--- config.mk ---
export PLATFORM = sky130hd
export DESIGN_NAME = adder
export DESIGN_NICKNAME = d
export VERILOG_FILES = /design/src/rtl/adder.sv
export SDC_FILE = /design/constraint.sdc
export NUM_CORES = 1
export LEC_CHECK = 0
export ABC_AREA = 1
export CAP_MARGIN = 20
export CORE_AREA = 2 2 39 41
export DETAILED_ROUTE_END_ITERATION = 10
export DIE_AREA = 0 0 41 43
export GPL_ROUTABILITY_DRIVEN = 0
export PLACE_DENSITY = 0.64
export SKIP_CTS_REPAIR_TIMING = 1
export SYNTH_ARGS = -nofsm -noshare
export SYNTH_HDL_FRONTEND = slang
export SYNTH_SLANG_ARGS = --single-unit
--- constraint.sdc ---
create_clock -name clk -period 1.3 [get_ports clk]
set_input_delay 0.13 -clock clk [delete_from_list [all_inputs] [get_ports clk]]
set_output_delay 0.13 -clock clk [all_outputs]
set_load 0.01 [all_outputs]
--- src/rtl/adder.sv ---
// Registered WIDTH-bit adder with carry-in, carry-out and signed overflow.
// Sums use carry-lookahead inside 4-bit groups, with the group carry rippling between groups.
module adder #(
    parameter int unsigned WIDTH = 4
) (
    input  logic             clk,
    input  logic             rst,
    input  logic [WIDTH-1:0] a,
    input  logic [WIDTH-1:0] b,
    input  logic             c_in,
    output logic             c_out,
    output logic [WIDTH-1:0] sum,
    input  logic             in_valid,
    output logic             ovf,
    output logic             out_valid
);

    localparam int unsigned GRP  = 4;
    localparam int unsigned NGRP = (WIDTH + GRP - 1) / GRP;
    localparam int unsigned MSB  = WIDTH - 1;

    // Carry into bit k of a 4-bit group (k = 4 is the group carry out), two-level form.
    function automatic logic cla_carry(input logic [3:0] g4, input logic [3:0] p4,
                                       input logic cin, input int unsigned k);
        logic c;
        case (k)
            0: c = cin;
            1: c = g4[0] | (p4[0] & cin);
            2: c = g4[1] | (p4[1] & g4[0]) | (&p4[1:0] & cin);
            3: c = g4[2] | (p4[2] & g4[1]) | (&p4[2:1] & g4[0]) | (&p4[2:0] & cin);
            default: c = g4[3] | (p4[3] & g4[2]) | (&p4[3:2] & g4[1])
                       | (&p4[3:1] & g4[0]) | (&p4 & cin);
        endcase
        return c;
    endfunction

    logic [WIDTH-1:0] g;
    logic [WIDTH-1:0] p;
    logic [WIDTH-1:0] sum_c;
    logic             c_out_c;
    logic             ovf_c;

    assign g = a & b;
    assign p = a ^ b;

    for (genvar gi = 0; gi < NGRP; gi++) begin : g_grp
        localparam int unsigned LO = gi * GRP;
        localparam int unsigned GW = (WIDTH - LO >= GRP) ? GRP : WIDTH - LO;

        logic          cin;
        logic          cout;
        logic [3:0]    g4;
        logic [3:0]    p4;
        logic [GW-1:0] cb;

        if (gi == 0) begin : g_first
            assign cin = c_in;
        end else begin : g_next
            assign cin = g_grp[gi-1].cout;
        end

        // A short final group is zero-padded so its unused lanes neither generate nor propagate.
        assign g4 = 4'(g[LO +: GW]);
        assign p4 = 4'(p[LO +: GW]);

        for (genvar j = 0; j < GW; j++) begin : g_bit
            assign cb[j] = cla_carry(g4, p4, cin, j);
        end

        assign cout            = cla_carry(g4, p4, cin, GW);
        assign sum_c[LO +: GW] = p[LO +: GW] ^ cb;
    end

    assign c_out_c = g_grp[NGRP-1].cout;
    assign ovf_c   = (a[MSB] == b[MSB]) && (sum_c[MSB] != a[MSB]);

    logic [WIDTH-1:0] sum_d, sum_q;
    logic             c_out_d, c_out_q;
    logic             ovf_d, ovf_q;
    logic             out_valid_d, out_valid_q;

    // Results are captured only for qualified inputs; otherwise the last result is held.
    always_comb begin
        sum_d       = sum_q;
        c_out_d     = c_out_q;
        ovf_d       = ovf_q;
        out_valid_d = in_valid;
        if (in_valid) begin
            sum_d   = sum_c;
            c_out_d = c_out_c;
            ovf_d   = ovf_c;
        end
    end

    always_ff @(posedge clk) begin
        if (rst) begin
            sum_q       <= '0;
            c_out_q     <= 1'b0;
            ovf_q       <= 1'b0;
            out_valid_q <= 1'b0;
        end else begin
            sum_q       <= sum_d;
            c_out_q     <= c_out_d;
            ovf_q       <= ovf_d;
            out_valid_q <= out_valid_d;
        end
    end

    assign sum       = sum_q;
    assign c_out     = c_out_q;
    assign ovf       = ovf_q;
    assign out_valid = out_valid_q;

endmodule

==> metrics.md <==
| Metric | Value |
|---|---|
| Status | completed |
| Mapped Cells | 60 |
| Crit Path Category | input pin to flop |
| Largest cells by area after synthesis | dfxtp_1, ha_1, inv_1 |
| Worst slew pin tran | 0.210 ns |
| Max Fclk | 0.798 GHz |
| Post-route minimum period | about 1.3 ns |
| Sequential share of power | a little over a third |
| Setup_tns | 0 ns |
| Top cells by count, synth | inv_1, nor2_1, dfxtp_1, nand2_1 |
| Worst r2r src | ovf |
| Pin count of the biggest net entering global routing | 6 |
| Critical Path End Type | flop |
| Sequential share of the synthesized area | a little under a third |
| Drt drc | 0 |
| Met3 WL | 31 um |
| Die area | between 1500 and 2000 sq um |
| Critical path launch point type | input pin |
| Antenna violations before repair | 0 |
| Total routed wirelength | between 900 and 1000 um |
| CTS buffer count | 3 |
| Max cap viols | 0 |
| Leakage | between 0.4 and 0.5 nW |
| CTS tree | built |
| Ports | 19 |
| N_diodes | 0 |
| Vias | roughly 470 |
| Synth top area share | roughly a third |
| Buffers added on ports | 18 |
| Synth Cell Area | approximately 440 sq um |
| Clock Tree Buf Depth | 2 |
| DIE HEIGHT | roughly 43 um |
| H-tree depth | 1 |
| RSZ-0062 raised after global routing | true |
| Worst slack, placed | -0.261 ns |
| FF-to-FF End | ovf |
| Peak supply drop | 0.292 mV |
| Final core utilization | a little over half |
| Core area | approximately 1400 sq um |
| Vias per std cell | roughly 4.6 |
| Setup ws final | roughly 0.047 ns |
| Top FF cell, synth | dfxtp_1 |
| Row count | 14 |
| DR iter-0 viols | 2 |
| First-pass DRT Iterations | 2 |
| Final worst-path cycle share | a little over nine tenths |
| Clock Skew | 0 ns |
| Crit. Startpoint | b[0] |
| Crit path required time | 1.45 ns |
| Worst min path class | input pin to flop |
| Switch Pwr | approximately 0.19 mW |
| Power share of the clock group | a little under a third |
| Crit-path max FO | 2 |
| Total track usage | 14.3% |
| Seq cells post-synth | 7 |
| WL per Instance | 8.93 um |
| Global-route wire length before repair | 1750 um |
| Post-DP HPWL | 763 um |
| R2R setup slack | between 0.6 and 0.7 ns |
| Asr flop ratio synth | 0% |
| Clk_lat worst skew | 0.25 ns |
| Syn avg cell area | ~7.4 sq um |
| Crit path capture | sum[1] |
| GRT overflow | 0 |
| Yosys warnings | 0 |
| Share of cells above drive strength 1 | around a fifth |
| Combinational share of power | 32.9% |
| Fill cells | between 100 and 150 |
| Met1 Wirelength | roughly 380 um |
| Number of global-route vias before repair | between 400 and 500 |
| Die width | just over 40 um |
| Netlist cell types | 18 |
| Hold Vio Cnt, Final | 0 |
| P_int | ~0.47 mW |
| Post-synth EDFFs | 0 |
| Worst slew margin | a little under nine tenths |
| Switching share of power | between 20% and 30% |
| Register-to-Register Path Depth | 2 |
| Pwr dens | 883 nW/um^2 |
| Wire length on met2 | 503 um |
| Area Overhead vs Synth | 69.4% |
| Final net count | 106 |
| Worst-path clk slew | about 0.05 ns |
| Highest metal used | met4 |
| Largest area contributor in the netlist | dfxtp_1 |
| Syn nets | 77 |
| Data arrival time of the critical path | 1.40 ns |
| Root buf cell | clkbuf_4 |
| Count of final max-slew check failures | 0 |
| Sink Count | 7 |
| Final hold slack | ~0.36 ns |
| Starting density of the core | 31.9% |
| Count leader, synth | inv_1 |
| Antenna viol nets, final | 0 |
| Final setup violating endpoints | 0 |
[critical path: stages]
cell and delay (ns):
clkdlybuf4s50_1 0.48, inv_1 0.06, fa_1 0.39, xnor2_1 0.15, o21ai_0 0.14, inv_1 0.05
[cell usage in the layout, fill, tap and decap left out]
cell type / synthesis / layout
xnor2_1: 1 / 1
a21oi_2: 1 / 1
buf_4: 0 / 7
nand4_1: 1 / 1
nand2_2: 3 / 3
or2_1: 1 / 1
nand3_1: 4 / 3
clkbuf_1: 0 / 1
clkdlybuf4s50_1: 0 / 12
inv_1: 11 / 11
ha_1: 4 / 3
clkbuf_4: 0 / 3
nand3_2: 1 / 2
ha_4: 0 / 1
fa_1: 1 / 1
nor2_1: 9 / 9
nand3b_1: 1 / 1
dlymetal6s2s_1: 0 / 6
nand2_1: 7 / 7
a21oi_1: 2 / 2
xor2_1: 1 / 1
o21ai_0: 4 / 4
dfxtp_1: 7 / 7
[flip-flops by register name (all words and copies together), names as in the netlist]
| signal | cells |
|---|---|
| out_valid | 1 |
| c_out | 1 |
| sum | 4 |
| ovf | 1 |
[stage by stage]
stage	instances	area [sq um]	power (mW)
6_report	104	748	0.661
3_5_place_dp	100	689	0.460
3_3_place_gp	100	689	0.458
5_1_grt	104	748	0.705
4_1_cts	104	716	0.662
2_1_floorplan	60	442	0.351
[cell families after synthesis]
kind of cell	after synthesis	synth area share, %
simple gates	27	29.2
buf+inv	12	10.5
compound gates	7	8.78
flops	7	31.7
fa+ha+maj	5	15.9
xor+xnor	2	3.97
[worst min path at each step]
stage / start / endpoint / cells past startpoint
6_report: a[0] / sum[0] / 4
5_1_grt: a[0] / sum[0] / 4
3_3_place_gp: ovf / ovf / 2
4_1_cts: c_out / c_out / 2
2_1_floorplan: rst / out_valid / 1
3_5_place_dp: c_out / c_out / 2
[power by group through the flow]
| stage | sequential [mW] | clock (mW) | combinational (mW) |
|---|---|---|---|
| 6_report | 0.242 | 0.202 | 0.217 |
| 3_5_place_dp | 0.247 | 0 | 0.214 |
| 4_1_cts | 0.242 | 0.204 | 0.216 |
| 3_3_place_gp | 0.245 | 0 | 0.212 |
| 2_1_floorplan | 0.255 | 0 | 0.0967 |
| 5_1_grt | 0.244 | 0.217 | 0.245 |
[layout make-up]
type | instances | area [sq um] | area share [%]
Tap cell | 16 | 20.0 | 2.68
Timing Repair Buffer | 25 | 248 | 33.1
Inverter | 11 | 41.3 | 5.52
Sequential cell | 7 | 140 | 18.7
Clock buffer | 4 | 26.3 | 3.51
Multi-Input combinational cell | 41 | 273 | 36.5
[layer usage]
layer / vias up / global-route usage (%)
li1: 247 / -
met1: 214 / 17.7
met2: 11 / 22.5
met3: 2 / 1.57
met4: 0 / 8.00
met5: - / 0
Note: power is estimated with default switching activity, not from simulation.
